===== src/rtl/led_mode_ctrl.sv =====
// -----------------------------------------------------------------------------
// led_mode_ctrl
//
// Turns the four raw board buttons into the LED display configuration.
// Each button is synchronised (2 flops), debounced and rising-edge detected.
// A small FSM holds the active one-hot colour. A separate toggle bit holds the
// working mode. Every output is registered, so there is no combinational path
// from i_btn to any output.
//
// Ports
//   clock     in   1       system clock, rising edge
//   i_reset   in   1       asynchronous active-low reset
//   i_btn     in   NB_BTN  raw button levels, 1 = pressed
//                          (btn0 mode, btn1 red, btn2 green, btn3 blue)
//   o_mode    out  1       0 = shift-register pattern, 1 = flash pattern
//   o_color   out  3       one-hot {b,g,r}; 3'b000 = dark
//   o_update  out  1       one-cycle pulse when o_mode/o_color take a new value
//   o_press   out  NB_BTN  one-cycle pulse per accepted (debounced) press
//
// The FSM state encoding is the colour code itself, so o_color is the state
// register and the FSM state is always observable on that port.
// -----------------------------------------------------------------------------
module led_mode_ctrl #(
    parameter int NB_BTN    = 4,
    parameter int DB_CYCLES = 1000000,
    parameter int NB_DB     = 20
) (
    input  logic              clock,
    input  logic              i_reset,
    input  logic [NB_BTN-1:0] i_btn,
    output logic              o_mode,
    output logic [2:0]        o_color,
    output logic              o_update,
    output logic [NB_BTN-1:0] o_press
);

    localparam logic [NB_DB-1:0] CNT_LAST = NB_DB'(DB_CYCLES - 1);

    typedef enum logic [2:0] {
        ST_DARK  = 3'b000,
        ST_RED   = 3'b001,
        ST_GREEN = 3'b010,
        ST_BLUE  = 3'b100
    } state_t;

    logic [NB_BTN-1:0] sync_1;
    logic [NB_BTN-1:0] sync_2;
    logic [NB_BTN-1:0] db_state;
    logic [NB_DB-1:0]  cnt [NB_BTN];
    logic [NB_BTN-1:0] rise;

    state_t state;
    state_t state_nxt;
    logic   mode_nxt;
    logic   update_nxt;

    // Two-flop synchroniser for the asynchronous button levels.
    always_ff @(posedge clock or negedge i_reset) begin
        if (!i_reset) begin
            sync_1 <= '0;
            sync_2 <= '0;
        end else begin
            sync_1 <= i_btn;
            sync_2 <= sync_1;
        end
    end

    // Debouncer: a level change is accepted only after DB_CYCLES consecutive
    // samples that differ from the accepted level. Any sample that matches the
    // accepted level restarts the count.
    always_ff @(posedge clock or negedge i_reset) begin
        if (!i_reset) begin
            db_state <= '0;
            for (int i = 0; i < NB_BTN; i++) begin
                cnt[i] <= '0;
            end
        end else begin
            for (int i = 0; i < NB_BTN; i++) begin
                if (sync_2[i] == db_state[i]) begin
                    cnt[i] <= '0;
                end else if (cnt[i] == CNT_LAST) begin
                    db_state[i] <= sync_2[i];
                    cnt[i]      <= '0;
                end else begin
                    cnt[i] <= cnt[i] + 1'b1;
                end
            end
        end
    end

    // The 0->1 acceptance is detected on the same edge that updates db_state.
    // This makes the registered press pulse coincide with the new debounced level.
    always_comb begin
        rise = '0;
        for (int i = 0; i < NB_BTN; i++) begin
            rise[i] = sync_2[i] & ~db_state[i] & (cnt[i] == CNT_LAST);
        end
    end

    always_ff @(posedge clock or negedge i_reset) begin
        if (!i_reset) begin
            o_press <= '0;
        end else begin
            o_press <= rise;
        end
    end

    // Config FSM next state. Red beats green, and green beats blue. DARK is
    // only reachable through reset. The mode toggle is independent of the
    // colour change.
    always_comb begin
        state_nxt  = state;
        mode_nxt   = o_mode ^ o_press[0];
        update_nxt = 1'b0;
        if (o_press[1]) begin
            state_nxt = ST_RED;
        end else if (o_press[2]) begin
            state_nxt = ST_GREEN;
        end else if (o_press[3]) begin
            state_nxt = ST_BLUE;
        end
        update_nxt = (state_nxt != state) || (mode_nxt != o_mode);
    end

    always_ff @(posedge clock or negedge i_reset) begin
        if (!i_reset) begin
            state    <= ST_DARK;
            o_mode   <= 1'b0;
            o_update <= 1'b0;
        end else begin
            state    <= state_nxt;
            o_mode   <= mode_nxt;
            o_update <= update_nxt;
        end
    end

    assign o_color = state;

endmodule


===== config.mk =====
export PLATFORM = sky130hd
export DESIGN_NAME = led_mode_ctrl
export DESIGN_NICKNAME = d
export VERILOG_FILES = /design/src/rtl/led_mode_ctrl.sv
export SDC_FILE = /design/constraint.sdc
export NUM_CORES = 1
export LEC_CHECK = 0
export ABC_CLOCK_PERIOD_IN_PS = 5140
export CAP_MARGIN = 30
export CORE_UTILIZATION = 30
export DETAILED_ROUTE_END_ITERATION = 10
export PLACE_DENSITY = 0.55
export SLEW_MARGIN = 20
export SYNTH_ARGS = -nofsm -noshare
export SYNTH_HDL_FRONTEND = slang
export SYNTH_SLANG_ARGS = --single-unit

===== constraint.sdc =====
create_clock -name clock -period 5.14 [get_ports clock]
set_clock_uncertainty 0.1 [all_clocks]
set_input_delay 0.771 -clock clock [delete_from_list [all_inputs] [get_ports clock]]
set_output_delay 0.771 -clock clock [all_outputs]
set_load 0.005 [all_outputs]

### Word-level counts from Yosys, hierarchy flattened

Index checks and enable logic that the tools add are counted.

| word-level totals | value |
|---|---|
| bits in registers | 101 |
| input port bits | 6 |
| output and inout bits | 9 |

| operators by class | value |
|---|---|
| add/sub/neg operators | 4 |
| equal/unequal tests | 10 |
| muxes and demuxes | 11 |
| bitwise logic cells | 17 |
| reductions and logical operators | 5 |

Operators with widths:

| cell | count |
|---|---|
| 20-bit two-way mux | 8 |
| 20-bit by 1-bit adder with 20-bit output (second input constant) | 4 |
| 20-bit == test (second input constant) | 4 |
| 3-bit two-way mux | 3 |
| 1-bit AND | 8 |
| 1-bit inverter | 8 |
| 2-bit AND reduction | 4 |
| 1-bit == test | 4 |
| 3-bit != test | 1 |
| 1-bit logical OR | 1 |
| 1-bit != test | 1 |
| 1-bit bitwise XOR | 1 |

### Logic depth before layout (Yosys ltp)

Gate-level depths: netlist of the first run.

| depth | value |
|---|---|
| word-level depth | 5 |
| gate-level depth with buffers | 6 |
| gate-level depth less buffers | 5 |

### Worst setup path after synthesis of the first run

No wires, ideal clock.

| path | value |
|---|---|
| kind | register -> register |
| start | register cnt[0] in the netlist's numbering |
| end | register db_state[3] |
| arrival | 1.812 ns |
| setup slack | 3.103 ns |
| cell stages (with the launch flop) | 6 |
| path buffers | 0 |
| clock period less this slack | 2.037 ns |
| cells stage by stage | dfrtp_1 -> ha_1 -> nand3_1 -> or4_4 -> nor3_1 -> mux2_2 |

| on the way | value |
|---|---|
| word-level cells in the longest chain between the ends | 2 |

Ends and longest elaborated chain:

| item | line | source |
|---|---|---|
| from (decl) | 49 | `logic [NB_DB-1:0] cnt [NB_BTN];` |
| from (signal, indexed assignment) | 85 | `cnt[i] <= cnt[i] + 1'b1;` |
| 20-bit == test | 81 | `end else if (cnt[i] == CNT_LAST) begin` |
| 2-bit AND reduction (no source line) | n/a |  |
| to (signal, indexed assignment) | 82 | `db_state[i] <= sync_2[i];` |
| to (decl) | 48 | `logic [NB_BTN-1:0] db_state;` |

Every way passes these cells.
A chain may end at the register's enable or synchronous reset.

### Worst setup path in the final report of the first run

| path | value |
|---|---|
| start | register cnt[20] in the netlist's numbering |
| end | register cnt[33] in the netlist's numbering |

| on the way | value |
|---|---|
| word-level cells in the longest chain between the ends | 3 |

Ends and longest elaborated chain:

| item | line | source |
|---|---|---|
| 20-bit by 1-bit adder with 20-bit output / 20-bit == test (equally long branches) | 85, 81 |  |
| 20-bit two-way mux (*) | 81 |  |
| 20-bit two-way mux (*) | 79 | `if (sync_2[i] == db_state[i]) begin` |

Every way passes the cells marked *; elsewhere a longest branch is shown, timed or not.

==> summary.txt, run 1 <==
Status: finished clean
Largest net degree at the start of global routing: 68
Slowest CP cell: or4_1
Hold Path Class: flip-flop to flip-flop
Register area share after synthesis: 53.2%
EDFF count, synth: 0
Cells after synthesis: 471
Pre-antenna DRT Iters: 4
Top Usage Layer GRT: met2
Multi-input gate area: 2070 sq um
Critical Path Source Type: flip-flop
Layout cell share with drive strength beyond 1: 7.86%
Synth warnings: 0
Setup Fix Bufs, Post-CTS: 0
Port bufs: 14
CTS tree: built
First-pass GRT wire length: 16.0 mm
Syn-to-layout area delta: 15.0%
Post-Syn Area: 4750 sq um
Hold buffers post-CTS: 0
Power Density: 294 nW/um^2
WL final: 8.86 mm
Final hold violations: 0
Vias per cell: 4.71
Post-CTS resize count: 0
CP max FO: 13
Routability cong.: 0.794
Vias in the first global route: 3367
Stages on the worst setup path: 6
CORE AREA: 15300 sq um
Critical Path Sink Type: flip-flop
Met3 Usage GRT: 3.92%
RSZ-0062 raised after global routing: false
Worst-skew pair later-pin latency: 0.35 ns
Cell breakdown of the critical path: ha_1, nand3_1, or4_1, o21bai_1, buf_4, nor2_1
Area leader, netlist: dfrtp_1
GR Util met1: 16.0%
Initial core utilization: 31.0%
Hpwl dp: 6.07 mm
Num rows: 45
Finish-stage setup viols: 0
Avg WL per Cell: 12.5 um
Min-Delay Path Depth: 0
Critical Path AT: 2.72 ns
Buf/Inv on CP: 1
Final min period: 2.59 ns
DIE AREA: 16300 sq um
Final ANT Viol Nets: 0
Synth unique cells: 41
Placed insts: 691
Post-synthesis async set-or-reset flop share: 100%
Final worst-path cycle share: 50.4%
Root Driver: clkbuf_16
Initial DRC count: 167
Dpl ws: 2.58 ns
Num ports: 15
Final Max Slew Viols: 0
Cts bufs inserted: 9
Die height: 128 um
Remaining DRCs: 0
Htree depth: 3
Sink Count: 101
Top Family by Delay on Critical Path: simple AND/OR/NAND/NOR gates
Ys flop type: dfrtp_1
Reg2Reg Depth: 6
Clock tree buffer depth: 2
CP max stage delay: 0.63 ns
GRT overflow: 0
Yosys top cell area share: 53.2%
Final TNS setup: 0 ns
Grt met2 use: 19.7%
Fillers: 1535
Worst Slack Setup Final: 2.55 ns
Tot GR Track Use: 12.4%
Synth top area cells: dfrtp_1, xnor2_1, nor2_1
Seq cells post-synth: 101
Syn Area/Cell: 10.1 sq um
Via count: 3327
Fmax: 386 MHz
VDD IR max: 0.000145 V
Pleak: 2.09 nW
Seq. cell area: 2530 sq um
Hold WS: 0.250 ns
Clk pin slew, worst setup/hold paths: 0.07 ns
Critical Path RT: 5.28 ns
Worst slew pin tran: 0.842 ns
Slew Limit Headroom: 43.9%
Critical path type: flip-flop to flip-flop
Initial antenna violation count: 0
N_diodes: 0
Synthesized Nets: 485
Non-Filler Instances: 707
Worst R2R Setup Slack: 2.55 ns
Die width: 128 um
Max Cap Viol: 0
Nets: 505
area by class of cell:
cell class / count / area share (%)
repair buffers: 17 / 2.93
inverters: 29 / 1.99
clock inverters: 6 / 1.69
multi-input cells: 333 / 37.9
flip-flops and latches: 101 / 46.3
clock buffers: 10 / 4.37
well taps: 211 / 4.83
synth_stat cells (2+ instances only):
| master | number |
|---|---|
| inv_1 | 29 |
| or4_1 | 13 |
| a31o_2 | 2 |
| ha_1 | 8 |
| or3b_2 | 3 |
| xnor2_1 | 48 |
| nor4_1 | 13 |
| and3_1 | 2 |
| nand2_1 | 19 |
| nand4_2 | 2 |
| buf_2 | 6 |
| dfrtp_1 | 101 |
| nand4_1 | 19 |
| xor2_1 | 10 |
| or3_1 | 6 |
| mux2_2 | 4 |
| a21oi_1 | 17 |
| o21bai_1 | 2 |
| nand3b_1 | 2 |
| nor2_1 | 79 |
| nor4b_1 | 4 |
| o21ai_0 | 5 |
| o31ai_1 | 11 |
| nor3_1 | 24 |
| or2_2 | 3 |
| nand3_1 | 24 |
logic make-up after synthesis:
| kind of cell | count (synthesis) | synth area share [%] |
|---|---|---|
| compound gates | 41 | 5.69 |
| xor+xnor | 58 | 10.7 |
| flops | 101 | 53.2 |
| fa+ha+maj | 8 | 2.11 |
| simple gates | 222 | 24.2 |
| mux | 4 | 0.948 |
| buf+inv | 37 | 3.19 |
worst paths after layout:
check	startpoint	end
worst max-delay path	cnt[20]$_DFF_PN0_	cnt[33]$_DFF_PN0_
worst min-delay path	sync_1[1]$_DFF_PN0_	sync_2[1]$_DFF_PN0_
worst max register to register	cnt[20]$_DFF_PN0_	cnt[33]$_DFF_PN0_
worst min register to register	sync_1[1]$_DFF_PN0_	sync_2[1]$_DFF_PN0_
max in group asynchronous	i_reset	cnt[62]$_DFF_PN0_
min in group asynchronous	i_reset	cnt[25]$_DFF_PN0_
sequential cells by signal (all words and copies together) (netlist names):
name      cells
cnt          80
db_state      4
o_press       4
sync_1        4
sync_2        4
o_color       3
o_mode        1
o_update      1
placed cells by master (no fill, tap or decap), types with 3 or more instances in the layout:
master and instances:
dfrtp_1 101, nor2_1 79, xnor2_1 48, inv_1 29, nand3_1 24, nor3_1 24, nand2_1 19, nand4_1 19
a21oi_1 17, nor4_1 13, or4_1 13, clkdlybuf4s50_1 13, o31ai_1 11, xor2_1 10, clkbuf_16 9, ha_1 8
or3_1 6, o21ai_0 5, nor4b_1 4, mux2_2 4, buf_4 4, or2_2 3, or3b_2 3
metrics by stage:
| stage | util [%] | cell area, sq um | total power, mW |
|---|---|---|---|
| final | 35.7 | 5460 | 1.61 |
| after floorplan | - | 4750 | 0.853 |
| after global routing | 35.7 | 5460 | 1.68 |
| after global placement | 33.5 | 5130 | 0.879 |
| after CTS | 35.7 | 5460 | 1.64 |
| after detailed placement | 33.5 | 5130 | 0.880 |
worst register-to-register path, stage by stage (launching register included):
cell and delay, ns:
dfrtp_1 0.40, ha_1 0.20, nand3_1 0.26, or4_1 0.63, o21bai_1 0.51, buf_4 0.30
nor2_1 0.07
metal layers:
metal	routed length (um)	up-vias
li1	-	1681
met1	4290	1603
met2	4190	35
met3	280	8
met4	105	0
met5	0	-
report_power, final:
group	total (mW)	switching, mW	internal [mW]
Clock	0.744	0.301	0.443
Combinational	0.0484	0.0335	0.0148
Sequential	0.815	0.00949	0.805
(Power assumes the default switching activity.)
==> run 2: changes to the inputs <==
- ABC_CLOCK_PERIOD_IN_PS: 5140 -> 2200
- PLACE_DENSITY: 0.55 -> 0.56
- clock period: 5.14 -> 2.2 ns (I/O delays scaled with it)
==> summary.txt, run 2 (synthesis results as in run 1) <==
Routability cong.: 0.788 (-0.76%)
Htree depth: 3 (unchanged)
Util after Layout: 36.4% (+0.70 points)
Clock tree buffer depth: 2 (unchanged)
Port bufs: 14 (unchanged)
Status: finished clean
Commonest non-fill, non-tap cell in the layout: dfrtp_1
Initial antenna violation count: 0 (unchanged)
Die width: 128 um (unchanged)
Initial core utilization: 31.0% (unchanged)
Num rows: 45 (unchanged)
DIE AREA: 16300 sq um (unchanged)
RSZ-0062 raised after global routing: false
Worst Setup SP: cnt[60]$_DFF_PN0_
Tot GR Track Use: 12.6% (+0.22 points)
Final min period: 2.12 ns (-0.470 ns)
Die height: 128 um (unchanged)
Final hold violations: 0 (unchanged)
WL final: 9.30 mm (+5.0%)
Dpl cell area: 5280 sq um (+2.9%)
First-pass GRT wire length: 16.3 mm (+2.2%)
N_diodes: 0 (unchanged)
Critical path type: flip-flop to flip-flop
Critical Path Source Type: flip-flop
Slew Limit Headroom: 62.3% (+18 points)
Hold Path Class: flip-flop to flip-flop
Final worst-path cycle share: 96.3% (+46 points)
Fmax: 472 MHz (+22%)
GRT overflow: 0 (unchanged)
Critical Path Sink Type: flip-flop
VDD IR max: 0.000381 V (+160%)
Max reg flops: 80 (unchanged)
CP max FO: 4 (-9)
Worst-skew pair later-pin latency: 0.34 ns (about the same)
Critical Path AT: 2.25 ns (-0.47 ns)
Most frequent cells in the layout: dfrtp_1, nor2_1, xnor2_1, inv_1
CORE AREA: 15300 sq um (unchanged)
Vias per cell: 4.67 (-0.86%)
Clk pin slew, worst setup/hold paths: 0.07 ns (about the same)
Hold_sp: sync_1[1]$_DFF_PN0_
Post-route cell area: 5570 sq um (+2.0%)
Initial DRC count: 189 (+13%)
CTS tree: built
Num ports: 15 (unchanged)
Max Cap Viol: 0 (unchanged)
Final TNS setup: 0 ns (unchanged)
Final ANT Viol Nets: 0 (unchanged)
Nets: 524 (+3.8%)
Power Density: 630 nW/um^2 (+110%)
Avg WL per Cell: 12.8 um (+2.2%)
Finish-stage setup viols: 0 (unchanged)
Reg-to-Reg Start: cnt[60]$_DFF_PN0_
Final Max Slew Viols: 0 (unchanged)
Via count: 3387 (+1.8%)
Total power: 3.51 mW (+120%)
Pre-antenna DRT Iters: 4 (unchanged)
Largest net degree at the start of global routing: 46 (-32%)
Worst slew pin tran: 0.565 ns (-0.277 ns)
Cts bufs inserted: 9 (unchanged)
Root Driver: clkbuf_16
Hpwl dp: 6.55 mm (+7.8%)
Vias in the first global route: 3504 (+4.1%)
Remaining DRCs: 0 (unchanged)
Sink Count: 101 (unchanged)
Layout cell share with drive strength beyond 1: 11.3% (+3.4 points)
Syn-to-layout area delta: 17.3%
Critical Path RT: 2.33 ns (-2.95 ns)
Largest register by flop count: cnt
Pleak: 2.16 nW (+3.4%)
==> run 2: cell count changes in the layout (fill, tap and decap cells not counted), sizes merged <==
cell,previous run,this run
buf,4,22
dlygate4sd3,0,1
bufinv,2,0
inv,31,29
clkinv,0,4
==> run 2: timing repair <==
item	4_1_cts	5_1_grt
resized for setup	0	1
buffers inserted	0	0
hold buffers	1	0
hold endpoints to repair	40	0
setup endpoints to repair	0	1
==> run 2: path summary, 6_finish.rpt <==
kind                       cells after the start                       to  slack, ns
min in group asynchronous                      2     o_color[1]$_DFF_PN0_       0.43
setup / recovery                               5  db_state[0]$_DFFE_PN0P_       0.08
setup reg to reg                               5  db_state[0]$_DFFE_PN0P_       0.08
max in group asynchronous                      3        cnt[46]$_DFF_PN0_       0.92
hold / removal                                 0      sync_2[1]$_DFF_PN0_       0.25
hold reg to reg                                0      sync_2[1]$_DFF_PN0_       0.25
==> run 2: per-layer routing <==
layer / global-route usage (%) / vias to the layer above / wire length [um]
met5: 0 / - / 0
met4: 4.43 / 0 / 123
met3: 3.17 / 10 / 225
met2: 20.5 / 25 / 4390
met1: 16.4 / 1635 / 4560
li1: - / 1717 / -
==> run 2: area by class of cell <==
type | count | area, sq um
Clock inverter | 6 | 38.8
Clock buffer | 10 | 239
Multi-Input combinational cell | 333 | 2070
Timing Repair Buffer | 36 | 318
Fill cell | 1586 | 9740
Inverter | 29 | 109
Tap cell | 211 | 264
Sequential cell | 101 | 2530
==> run 2: report_power, final <==
part | switching [mW] | total [mW] | internal [mW]
sequential | 0.0224 | 1.90 | 1.88
clock | 0.687 | 1.48 | 0.793
combinational | 0.0814 | 0.123 | 0.0421
total | 0.791 | 3.51 | 2.72
==> run 2: critical path, stage by stage (launching register included) <==
cell	delay (ns)
dfrtp_1	0.38
ha_1	0.26
nand2_1	0.10
or4_1	0.58
nor3_1	0.22
mux2_2	0.37
==> run 2: stage by stage <==
step | hold WS (ns) | cells | setup WS [ns]
floorplan | -0.0656 | 471 | 0.163
global placement | 0.235 | 709 | 0.150
detailed placement | 0.237 | 709 | 0.0996
CTS | 0.253 | 726 | 0.0894
global route | 0.259 | 726 | 0.00580
finish | 0.251 | 726 | 0.0815
==> run 3: changes to the inputs <==
--- a/config.mk
+++ b/config.mk
@@ -10,4 +10,5 @@
 export CORE_UTILIZATION = 30
 export DETAILED_ROUTE_END_ITERATION = 10
+export GPL_ROUTABILITY_DRIVEN = 0
 export PLACE_DENSITY = 0.56
 export SLEW_MARGIN = 20
--- a/constraint.sdc
+++ b/constraint.sdc
@@ -3,3 +3,3 @@
 set_input_delay 0.33 -clock clock [delete_from_list [all_inputs] [get_ports clock]]
 set_output_delay 0.33 -clock clock [all_outputs]
-set_load 0.005 [all_outputs]
+set_load 0.01 [all_outputs]
==> results of run 3 <==
Same layout as run 2: the final DEF is identical, and so are final timing and power.
==> patch (settings of run 2) <==
The parameter `NB_BTN` goes from 4 to 8.
--- a/src/rtl/led_mode_ctrl.sv
+++ b/src/rtl/led_mode_ctrl.sv
@@ -23,3 +23,3 @@
 module led_mode_ctrl #(
-    parameter int NB_BTN    = 4,
+    parameter int NB_BTN    = 8,
     parameter int DB_CYCLES = 1000000,
Ports: changed (resized i_btn and o_press); port bits go from 15 to 23. The function was not compared with the original's and may differ.
==> patch against run 2 <==
Via count rose by 99%; critical path type unchanged; largest power group unchanged; sequential share of layout area down 0.24 points; synthesized area is 96% higher; worst setup slack better by 11 ps; non-clock buffer count up 30; power increased by 100%; sequential cell count grew 96; routed wire length up 86%; cell area is 96% higher.
==> patch: results (changes against run 2) <==
\begin{tabular}{lr}
\hline
Metric & Value \\
\hline
\multicolumn{2}{l}{\textbf{STA}} \\
\quad Final cycle utilization of the critical path & 95.8\% (-0.49 points) \\
\quad Worst hold slack & 227 ps (-23.9 ps) \\
\multicolumn{2}{l}{\textbf{Power and ir drop}} \\
\quad Peak supply drop & 0.597 mV (+57\%) \\
\quad Total leakage power & 4.27 nW (+98\%) \\
\multicolumn{2}{l}{\textbf{Setup path}} \\
\quad Worst Reg-to-Reg Cells & 4 (-1) \\
\quad Worst path arrival time & 2330 ps (+80 ps) \\
\quad Launch point of the worst reg-to-reg path & cnt[87]\$\_DFF\_PN0\_ \\
\quad Stage delay of the slowest cell on the critical path & 470 ps (-110 ps) \\
\quad Cell at the slowest stage of the critical path & sky130\_fd\_sc\_hd\_\_or3b\_2 \\
\multicolumn{2}{l}{\textbf{Final layout}} \\
\quad Number of nets at the end of the flow & 1025 (+96\%) \\
\quad Fraction of layout cells with a size suffix above 1 & 9.98\% (-1.3 points) \\
\quad Max FFs per register & 160 (+100\%) \\
\multicolumn{2}{l}{\textbf{Placed design}} \\
\quad Pre-CTS setup slack & 103 ps (+3.66 ps) \\
\quad Routability cong. & 0.761 (-3.4\%) \\
\quad Buffers added on ports & 22 (+8) \\
\quad Post-detail-place hpwl & 11.8 mm (+80\%) \\
\quad Placed cell area & 10300 sq um (+95\%) \\
\multicolumn{2}{l}{\textbf{Global routing}} \\
\quad Pin count of the biggest net entering global routing & 61 (+33\%) \\
\quad Wire length of the first global-routing pass & 31.2 mm (+91\%) \\
\quad Via count of the first global-routing pass & 6651 (+90\%) \\
\multicolumn{2}{l}{\textbf{Logic synthesis}} \\
\quad Syn\_nets & 956 (+97\%) \\
\quad Number of library cell types mapped by synthesis & 44 (+7.3\%) \\
\quad Average size of a mapped cell & 10.0 sq um (-0.87\%) \\
\quad Leading cell types by total area after synthesis & sky130\_fd\_sc\_hd\_\_dfrtp\_1 (53\%), sky130\_fd\_sc\_hd\_\_xnor2\_1 (7.3\%), sky130\_fd\_sc\_hd\_\_nor2\_1 (5.8\%) \\
\multicolumn{2}{l}{\textbf{Worst hold path}} \\
\quad Worst Hold Launch & i\_btn[6] \\
\quad Path class of the lowest-slack min-delay path & input pin to flop \\
\multicolumn{2}{l}{\textbf{Clocking}} \\
\quad Number of H-tree levels & 4 (+1) \\
\quad Clock latency at the later pin of the worst-skew pair & 440 ps (+100 ps) \\
\multicolumn{2}{l}{\textbf{Routing}} \\
\quad Average wire per cell in the routed design & 12.3 microns (-3.8\%) \\
\quad Mean number of vias per cell & 4.78 (+2.5\%) \\
\quad DRT iter0 DRCs & 320 (+69\%) \\
\multicolumn{2}{l}{\textbf{Status}} \\
\quad Outcome & finished, final reports clean \\
\hline
\end{tabular}
[patch: cell type report]
class                   count  area [sq um]
clock buffers              18           429
clock inverters            14           159
fillers                  3072         19600
inverters                  47           176
multi-input cells         670          4120
flip-flops and latches    197          4930
well taps                 396           495
repair buffers             66           611
[patch: how the worst max path moves through the flow]
stage | startpoint | endpoint | depth (start not counted)
after CTS | cnt[87]$_DFF_PN0_ | db_state[3]$_DFFE_PN0P_ | 4
after global routing | cnt[60]$_DFF_PN0_ | db_state[4]$_DFFE_PN0P_ | 5
after global placement | cnt[87]$_DFF_PN0_ | db_state[3]$_DFFE_PN0P_ | 4
after detailed placement | cnt[6]$_DFF_PN0_ | db_state[7]$_DFFE_PN0P_ | 4
final | cnt[87]$_DFF_PN0_ | db_state[3]$_DFFE_PN0P_ | 4
after floorplan | cnt[20]$_DFF_PN0_ | cnt[29]$_DFF_PN0_ | 6
[patch: power breakdown]
| group | switching, mW | leakage, nW | internal, mW |
|---|---|---|---|
| sequential | 0.0462 | 2.70 | 3.67 |
| clock | 1.51 | 0.283 | 1.62 |
| combinational | 0.161 | 1.29 | 0.0929 |
| total | 1.72 | 4.27 | 5.38 |
[patch: cell families (layout without fill, tap and decap cells)]
group / Yosys count / count (layout) / share of synthesized area, %
AO/OA/AOI/OAI: 82 / 82 / 5.26
flip-flops: 197 / 197 / 53.0
AND/OR/NAND/NOR: 453 / 453 / 25.5
multiplexers: 8 / 8 / 0.969
buffers and inverters: 63 / 145 / 2.68
XOR/XNOR: 111 / 111 / 10.5
adder cells (fa/ha/maj): 16 / 16 / 2.15
[patch: metal layers]
metal  part of all wire (%)  up-vias  global-route usage [%]
met1                     50     3265                    16.2
met2                     46       56                    19.3
met4                    1.2        0                    3.81
met3                    2.8       14                    2.75
li1                       -     3398                       -
met5                      0        -                       0
